<file path="config.mk">
export PLATFORM = sky130hd
export DESIGN_NAME = memory_pixel_unpacker_flat
export DESIGN_NICKNAME = d
export VERILOG_FILES = /design/src/rtl/memory_pixel_unpacker_if.sv /design/src/rtl/memory_pixel_unpacker.sv /design/src/flat_wrapper.sv
export SDC_FILE = /design/constraint.sdc
export NUM_CORES = 1
export LEC_CHECK = 0
export CAP_MARGIN = 20
export CELL_PAD_IN_SITES_DETAIL_PLACEMENT = 1
export CELL_PAD_IN_SITES_GLOBAL_PLACEMENT = 1
export CORE_ASPECT_RATIO = 2
export CORE_MARGIN = 5
export CORE_UTILIZATION = 36
export DETAILED_ROUTE_END_ITERATION = 16
export PLACE_DENSITY_LB_ADDON = 0.2
export SYNTH_ARGS = -nofsm -noshare
export SYNTH_HDL_FRONTEND = slang
export SYNTH_SLANG_ARGS = --single-unit
</file>
<file path="constraint.sdc">
create_clock -name CLK -period 2.2 [get_ports CLK]
set_input_delay 0.22 -clock CLK [delete_from_list [all_inputs] [get_ports CLK]]
set_output_delay 0.22 -clock CLK [all_outputs]
set_load 0.1 [all_outputs]
</file>
<file path="src/rtl/memory_pixel_unpacker_if.sv">
// Word-in / pixel-out stream bundle for memory_pixel_unpacker.
// master drives MEM_OUT/MEM_VALID/PIX_READY; slave drives the rest.
interface memory_pixel_unpacker_if #(
  parameter int PIXELS_PER_WORD = 2
);
  logic [8*PIXELS_PER_WORD-1:0] MEM_OUT;
  logic                         MEM_VALID;
  logic                         MEM_READY;
  logic [23:0]                  PIX_RGB;
  logic                         PIX_VALID;
  logic                         PIX_READY;
  logic                         PIX_LAST;

  modport master (
    output MEM_OUT,
    output MEM_VALID,
    output PIX_READY,
    input  MEM_READY,
    input  PIX_RGB,
    input  PIX_VALID,
    input  PIX_LAST
  );

  modport slave (
    input  MEM_OUT,
    input  MEM_VALID,
    input  PIX_READY,
    output MEM_READY,
    output PIX_RGB,
    output PIX_VALID,
    output PIX_LAST
  );
endinterface

</file>
<file path="src/rtl/memory_pixel_unpacker.sv">
// Unpacks memory words of 8-bit pixel codes into a stream of 24-bit RGB
// pixels. Ports: CLK, RST (sync, active-high), bus (slave side of the if).
module pixel_decoder (
  input  logic [7:0]  code,
  output logic [23:0] rgb
);
  // RGB332 code expanded to 8 bits per channel by bit replication
  logic [2:0] r3;
  logic [2:0] g3;
  logic [1:0] b2;

  always_comb begin
    r3  = code[7:5];
    g3  = code[4:2];
    b2  = code[1:0];
    rgb = {r3, r3, r3[2:1],
           g3, g3, g3[2:1],
           b2, b2, b2, b2};
  end
endmodule

module memory_pixel_unpacker #(
  parameter int PIXELS_PER_WORD = 2,
  parameter bit MSB_FIRST       = 1'b1
) (
  input logic                     CLK,
  input logic                     RST,
  memory_pixel_unpacker_if.slave  bus
);
  localparam int P  = PIXELS_PER_WORD;
  localparam int IW = (P > 1) ? $clog2(P) : 1;
  localparam logic [IW-1:0] LAST_IDX = IW'(P - 1);

  typedef enum logic {
    IDLE,
    STREAM
  } state_e;

  state_e          state_q, state_d;
  logic [8*P-1:0]  word_q, word_d;
  logic [IW-1:0]   idx_q, idx_d;
  logic [23:0]     rgb_q, rgb_d;
  logic            valid_q, valid_d;

  logic            at_last;
  logic            pix_xfer;
  logic            mem_ready;
  logic            word_xfer;
  logic [IW-1:0]   nxt_idx;
  logic [7:0]      code_sel;
  logic [23:0]     dec_rgb;

  function automatic logic [7:0] pick(
    input logic [8*P-1:0] w,
    input logic [IW-1:0]  k
  );
    logic [7:0] c;
    c = '0;
    for (int i = 0; i < P; i++) begin
      if (k == IW'(i)) begin
        c = MSB_FIRST ? w[8*(P-1-i) +: 8]
                      : w[8*i +: 8];
      end
    end
    return c;
  endfunction

  assign at_last  = (idx_q == LAST_IDX);
  assign pix_xfer = valid_q && bus.PIX_READY;

  // Ready is combinational from PIX_READY on the last pixel so a new
  // word can replace the old one without a bubble.
  assign mem_ready = !RST &&
    ((state_q == IDLE) ||
     ((state_q == STREAM) && at_last && bus.PIX_READY));

  assign word_xfer = bus.MEM_VALID && mem_ready;
  assign nxt_idx   = at_last ? '0 : idx_q + 1'b1;

  // Single decoder: either pixel 0 of the incoming word or the next
  // pixel of the held word.
  assign code_sel = word_xfer ? pick(bus.MEM_OUT, '0)
                              : pick(word_q, nxt_idx);

  pixel_decoder u_dec (
    .code (code_sel),
    .rgb  (dec_rgb)
  );

  always_comb begin
    state_d = state_q;
    word_d  = word_q;
    idx_d   = idx_q;
    rgb_d   = rgb_q;
    valid_d = valid_q;
    unique case (state_q)
      IDLE: begin
        if (word_xfer) begin
          word_d  = bus.MEM_OUT;
          idx_d   = '0;
          rgb_d   = dec_rgb;
          valid_d = 1'b1;
          state_d = STREAM;
        end
      end
      STREAM: begin
        if (pix_xfer) begin
          if (!at_last) begin
            idx_d = nxt_idx;
            rgb_d = dec_rgb;
          end else if (word_xfer) begin
            word_d  = bus.MEM_OUT;
            idx_d   = '0;
            rgb_d   = dec_rgb;
            valid_d = 1'b1;
          end else begin
            valid_d = 1'b0;
            state_d = IDLE;
          end
        end
      end
      default: state_d = IDLE;
    endcase
  end

  always_ff @(posedge CLK) begin
    if (RST) begin
      state_q <= IDLE;
      word_q  <= '0;
      idx_q   <= '0;
      rgb_q   <= '0;
      valid_q <= 1'b0;
    end else begin
      state_q <= state_d;
      word_q  <= word_d;
      idx_q   <= idx_d;
      rgb_q   <= rgb_d;
      valid_q <= valid_d;
    end
  end

  assign bus.MEM_READY = mem_ready;
  assign bus.PIX_RGB   = rgb_q;
  assign bus.PIX_VALID = valid_q;
  assign bus.PIX_LAST  = valid_q && at_last;
endmodule

</file>
<file path="src/flat_wrapper.sv">
// flat-port wrapper written by rule: the top's interface ports become plain ports
module memory_pixel_unpacker_flat 
#(
  parameter int PIXELS_PER_WORD = 2,
  parameter bit MSB_FIRST       = 1'b1
)
  (CLK, RST, bus_MEM_OUT, bus_MEM_VALID, bus_PIX_READY, bus_MEM_READY, bus_PIX_RGB, bus_PIX_VALID, bus_PIX_LAST);
  memory_pixel_unpacker_if #(.PIXELS_PER_WORD(PIXELS_PER_WORD)) bus_i ();
  input logic CLK;
  input logic RST;
  input wire logic [$bits(bus_i.MEM_OUT)-1:0] bus_MEM_OUT;
  input wire logic [$bits(bus_i.MEM_VALID)-1:0] bus_MEM_VALID;
  input wire logic [$bits(bus_i.PIX_READY)-1:0] bus_PIX_READY;
  output wire logic [$bits(bus_i.MEM_READY)-1:0] bus_MEM_READY;
  output wire logic [$bits(bus_i.PIX_RGB)-1:0] bus_PIX_RGB;
  output wire logic [$bits(bus_i.PIX_VALID)-1:0] bus_PIX_VALID;
  output wire logic [$bits(bus_i.PIX_LAST)-1:0] bus_PIX_LAST;
  assign bus_i.MEM_OUT = bus_MEM_OUT;
  assign bus_i.MEM_VALID = bus_MEM_VALID;
  assign bus_i.PIX_READY = bus_PIX_READY;
  assign bus_MEM_READY = bus_i.MEM_READY;
  assign bus_PIX_RGB = bus_i.PIX_RGB;
  assign bus_PIX_VALID = bus_i.PIX_VALID;
  assign bus_PIX_LAST = bus_i.PIX_LAST;
  memory_pixel_unpacker #(.PIXELS_PER_WORD(PIXELS_PER_WORD), .MSB_FIRST(MSB_FIRST)) u_core (.CLK(CLK), .RST(RST), .bus(bus_i));
endmodule
</file>
==> impl_metrics.tcl, run 1 <==
set metrics [dict create \
    crit_family "flip-flops" \
    htree_levels 2 \
    finalHoldViolCount 0 \
    drt_iter0_drc 22 \
    hp-class "flop to flop" \
    finalSetupViolCount 0 \
    cp_max_fo 19 \
    yosys_warnings 0 \
    syn_area_um2 1510 \
    ant_nets 0 \
    die_y_um 102 \
    period_needed_ns 1.70 \
    cts-root-buf "clkbuf_8" \
    synth_nets 175 \
    slew_viol_final 0 \
    clk_latency_ns 0.28 \
    die_w_um 55.8 \
    arrival_ns 1.84 \
    irDropWorstVdd_uv 441 \
    r2r_end "u_core.bus.PIX_RGB[19]" \
    fin_cells 250 \
    antenna_found_initial 0 \
    grt_pass1_vias 1461 \
    syn_avg_cell_area_um2 9.74 \
    fin_tns_setup_ns 0 \
    yosys.area_share.adder_pct 0 \
    clockBufferDepth 2 \
    critical_path_buf_inv_count 0 \
    hold_slack_ns 0.470 \
    grt_usage_pct 15.3 \
    place_congestion 0.758 \
    max_freq_mhz 589 \
    synth_edf_count 0 \
    cts.clk_slew.worst_paths_ns 0.07 \
    drv_cap 0 \
    synthSimpleGateAreaFrac_pct 13.8 \
    clock-sinks 35 \
    cts_setup_buffers 0 \
    cts_made_buffers 5 \
    slew_headroom_pct 59.8 \
    p_leak_nw 0.803 \
    port_buffers 46 \
    design_area_um2 2030 \
    n_fill_cell 475 \
    min_from "u_core.bus.PIX_RGB[1]" \
    start_util_pct 36.9 \
    grt_max_degree 21 \
    critical_path.slowest_cell "dfxtp_1" \
    dp.cells 243 \
    endpoint_kind "flop" \
    vias_per_cell 5.46 \
    io_pins 47 \
    timing.rr.start "u_core.state_q" \
    nNetsFinal 218 \
    first_pass_iters 4 \
    tightest_slew_ns 0.602 \
    synthMuxAreaShare_pct 7.96 \
    wl_um 4110 \
    total_power_mw 1.64 \
    synthArstFlopShare_pct 0 \
    required_ns 2.34 \
    synth_compound_area_share_pct 23.8 \
    cts_hold_buf 0 \
    whs_path_depth 2 \
    rr_worst_depth 3 \
    max_stage_delay_ns 0.58 \
    synth-xor-area-share_pct 0 \
    power_density_nw_per_um2 810 \
    utilization_pct 49.6 \
    seq_area_frac_synth_pct 46.4 \
    hold_path_end "u_core.bus.PIX_RGB[1]" \
    drc_errors 0 \
    synth_seq_cells 35 \
    drive_gt1_share_pct 27.8 \
    grt_remaining_overflow 0 \
    reg2reg_slack_ns 0.50 \
    cts_resized 0 \
    crit_type "flop to flop" \
    synthCells 155 \
    clock_skew_ns 0.00197 \
    ys.flop_type "dfxtp_1" \
    wire_per_inst_um 16.5 \
    synth_cell_type_count 33 \
    synth_top_family_by_area "compound AO/OA/AOI/OAI gates" \
    rsz0062_at_grt "false" \
    path_cells "a21bo_2 -> nand2_1 -> o22ai_1" \
    rows 33 \
    setup_ws_ns 0.501 \
    cts_tree "yes" \
    outcome "completed" \
    hpwlAfterDp_um 3260 \
    dpl_worst_slack_ns 0.264 \
    fp.coreArea_um2 4090 \
    startpoint_type "flop" \
    area_delta_synth_final_pct 34.2 \
    die-area_um2 5670 \
    antenna_cells 0 \
    period_share_pct 77.2 \
    grt_pass1_wl_um 6820 \
    dpl_cell_area_um2 1940 \
    vias 1364 \
]
Yosys cell counts (2+ instances only):
cell type	instances	area, um2
mux2_4	8	120
clkbuf_1	10	37.5
buf_2	2	10.0
o22ai_1	16	100
nor2_1	3	11.3
a211oi_1	5	37.5
dfxtp_1	35	701
o21ai_0	2	10.0
o32ai_1	3	26.3
a21bo_2	3	30.0
nand2_1	3	11.3
a32oi_1	6	52.6
a21oi_1	3	15.0
nor2b_1	9	56.3
inv_1	9	33.8
a221oi_1	4	35.0
nand3_1	17	85.1
nor3_1	2	10.0
worst max path at each step:
stage                        endpoint                  from  slack, ns  cells past startpoint
3_5_place_dp    u_core.bus.PIX_RGB[7]         bus_PIX_READY       0.26                      4
5_1_grt        u_core.bus.PIX_RGB[19]        u_core.state_q       0.34                      3
6_report       u_core.bus.PIX_RGB[19]        u_core.state_q       0.50                      3
3_3_place_gp         u_core.word_q[2]         bus_PIX_READY       0.31                      4
2_1_floorplan        u_core.word_q[0]  u_core.bus.PIX_VALID       0.06                      5
4_1_cts        u_core.bus.PIX_RGB[19]        u_core.state_q       0.50                      3
routing by layer:
| metal | GRT usage, % | wire (um) |
|---|---|---|
| met5 | 0 | 0 |
| met4 | 6.18 | 29 |
| met3 | 4.08 | 179 |
| met2 | 30.6 | 2430 |
| met1 | 14.1 | 1480 |
cell families (layout without fill, tap and decap cells):
| group | after synthesis | after routing |
|---|---|---|
| AO/OA/AOI/OAI | 49 | 49 |
| buffers and inverters | 25 | 68 |
| flip-flops | 35 | 35 |
| multiplexers | 8 | 8 |
| AND/OR/NAND/NOR | 38 | 38 |
report_power, final:
part	internal, mW	switching [mW]	leakage [nW]
clock	0.245	0.219	0.0470
combinational	0.134	0.335	0.469
sequential	0.677	0.0306	0.287
total	1.06	0.584	0.803
layout make-up:
type	instances	area (um2)	share of cell area (%)
Tap cell	52	65.1	3.21
Sequential cell	35	701	34.6
Inverter	10	37.5	1.85
Timing Repair Buffer	51	443	21.9
Clock inverter	1	5.00	0.247
Multi-Input combinational cell	95	692	34.2
Clock buffer	6	82.6	4.08
placed cells by master, fill, tap and decap left out, types with 2 or more instances in the layout:
cell type	count
a211oi_1	5
a21bo_2	3
a21oi_1	2
a221oi_1	4
a32oi_1	6
buf_4	31
clkbuf_8	6
clkdlybuf4s50_1	19
dfxtp_1	35
inv_1	9
mux2_4	8
nand2_1	3
nand3_1	17
nor2_1	3
nor2b_1	9
nor3_1	2
o21ai_0	2
o22ai_1	16
o32ai_1	3
flip-flops by register name (all words and copies together), names as in the netlist:
name,cells
u_core.word_q,8
u_core.bus.PIX_VALID,1
u_core.bus.PIX_RGB,24
u_core.at_last,1
u_core.state_q,1
worst min-delay path: cells and delay by family (launching register included):
family | cells | cell delay (ns)
compound gates | 1 | 0.05
flops | 1 | 0.31
simple gates | 1 | 0.06
Power figures use the tool's default switching activity.
==> run 2: changes to the inputs <==
--- a/config.mk
+++ b/config.mk
@@ -10,7 +10,7 @@
 export CELL_PAD_IN_SITES_GLOBAL_PLACEMENT = 1
 export CORE_ASPECT_RATIO = 2
 export CORE_MARGIN = 5
-export CORE_UTILIZATION = 36
+export CORE_UTILIZATION = 30
 export DETAILED_ROUTE_END_ITERATION = 16
 export PLACE_DENSITY_LB_ADDON = 0.2
 export SYNTH_ARGS = -nofsm -noshare
==> constraint.sdc (replaced) <==
create_clock -name CLK -period 1.53 [get_ports CLK]
set_input_delay 0.153 -clock CLK [delete_from_list [all_inputs] [get_ports CLK]]
set_output_delay 0.153 -clock CLK [all_outputs]
set_load 0.1 [all_outputs]
==> run 2 against run 1 <==
  * Critical path depth increased by 2
  * Power rose by 54%
  * Sequential power grew 47%
  * First-iteration DRC count fell by 45%
  * Clock power up 42%
  * Combinational power rose by 77%
==> impl_metrics.tcl, run 2 (synthesis gave the netlist of run 1 again) <==
set metrics [dict create \
    grt_max_degree 20 \
    period_needed_ns 1.47 \
    cp_max_fo 5 \
    clkPwrFrac_pct 26.0 \
    area_delta_synth_final_pct 64.1 \
    hpwlAfterDp_um 3830 \
    endpoint "u_core.bus.PIX_RGB[19]" \
    die-area_um2 6630 \
    grt_usage_pct 15.3 \
    grt_pass1_wl_um 7550 \
    finalSetupViolCount 0 \
    vias_per_cell 5.30 \
    clockBufferDepth 2 \
    p_leak_nw 0.944 \
    finalHoldViolCount 0 \
    io_pins 47 \
    p_sw_mw 0.904 \
    slew_viol_final 0 \
    grt_pass1_vias 1595 \
    total_power_mw 2.52 \
    timing.rr.start "u_core.at_last" \
    p_int_mw 1.62 \
    drc_errors 0 \
    startpoint "RST" \
    fp.coreArea_um2 4860 \
    hp-class "primary input to flop" \
    clock_skew_ns 0.00922 \
    startpoint_type "primary input" \
    p_seq_share_pct 41.2 \
    rsz0062_at_grt "true" \
    wl_um 4680 \
    required_ns 1.75 \
    arrival_ns 1.69 \
    hold_slack_ns 0.466 \
    irDropWorstVdd_uv 647 \
    endpoint_kind "flop" \
    place_congestion 0.773 \
    whs_path_depth 2 \
    rr_worst_depth 3 \
    vias 1421 \
    ant_nets 0 \
    clk_latency_ns 0.29 \
    start_util_pct 31.0 \
    first_pass_iters 4 \
    drive_gt1_share_pct 34.1 \
    power_density_nw_per_um2 1020 \
    htree_levels 2 \
    outcome "completed" \
    crit_type "primary input to flop" \
    cts.clk_slew.worst_paths_ns 0.07 \
    rows 36 \
    period_share_pct 96.4 \
    power.share.combinational_pct 32.8 \
    cts_made_buffers 5 \
    drt_iter0_drc 12 \
    wire_per_inst_um 17.5 \
    slew_headroom_pct 58.2 \
    antenna_found_initial 0 \
    clock-sinks 35 \
    final_cell_mix "33 x dfxtp_1, 28 x buf_12, 19 x clkdlybuf4s50_1, 17 x nand3_1" \
    cts_tree "yes" \
    grt_remaining_overflow 0 \
    tightest_slew_ns 0.625 \
    cts-root-buf "clkbuf_8" \
    reg2reg_slack_ns 0.07 \
    r2r_end "u_core.word_q[7]" \
    port_buffers 46 \
    die_w_um 60.2 \
    swShare_pct 35.8 \
    largest_reg_flops 24 \
    antenna_cells 0 \
    die_y_um 110 \
    drv_cap 0 \
    layout_commonest_cell "dfxtp_1" \
    nNetsFinal 230 \
    max_freq_mhz 678 \
]
run 2: how the worst min path moves through the flow:
stage                            from                endpoint
2_1_floorplan          bus_MEM_OUT[0]        u_core.word_q[0]
3_3_place_gp    u_core.bus.PIX_RGB[7]   u_core.bus.PIX_RGB[7]
3_5_place_dp   u_core.bus.PIX_RGB[15]  u_core.bus.PIX_RGB[15]
4_1_cts                bus_MEM_OUT[3]        u_core.word_q[3]
5_1_grt                bus_MEM_OUT[1]        u_core.word_q[1]
6_report               bus_MEM_OUT[3]        u_core.word_q[3]
run 2: final cells by class:
class | instances | area [um2]
Sequential cell | 35 | 706
Multi-Input combinational cell | 95 | 706
Clock buffer | 6 | 72.6
Fill cell | 535 | 2390
Inverter | 10 | 37.5
Tap cell | 57 | 71.3
Clock inverter | 2 | 12.5
Timing Repair Buffer | 63 | 871
run 2: routing by layer:
layer  routed length (um)  track usage, %  up-vias  share of wire [%]
met3                  191            3.61       11                4.1
met5                    0               0        -                  0
met1                 1650            13.5      685                 35
li1                     -               -      687                  -
met4                  137            6.81        0                2.9
met2                 2710            30.4       38                 58
run 2: power by group through the flow:
stage	combinational (mW)	sequential, mW	clock [mW]
3_5_place_dp	0.828	1.06	0
5_1_grt	0.859	1.05	0.723
4_1_cts	0.829	1.04	0.671
2_1_floorplan	0.196	1.34	0
3_3_place_gp	0.809	1.06	0
6_report	0.828	1.04	0.657
run 2: what timing repair did:
item,CTS,global route
buffers inserted,0,0
setup endpoints to repair,0,11
gates resized for setup,0,4
endpoints found under the hold margin,0,0
hold buffers,0,0
run 2: per-stage QoR:
step / cell area, um2 / utilization, % / std cells / worst slack [ns] / TNS, ns
floorplan: 1520 / - / 155 / -0.0372 / -0.297
global placement: 2380 / 48.8 / 260 / -0.198 / -4.16
detailed placement: 2380 / 48.8 / 260 / -0.250 / -5.86
CTS: 2460 / 50.6 / 268 / 0.0359 / 0
global route: 2480 / 50.9 / 268 / -0.0116 / -0.0229
finish: 2480 / 50.9 / 268 / 0.0555 / 0
run 2: critical path, stage by stage:
cell and delay (ns):
clkdlybuf4s50_1 0.50, o211ai_1 0.56, a211oi_1 0.18, buf_4 0.18, o22ai_1 0.13
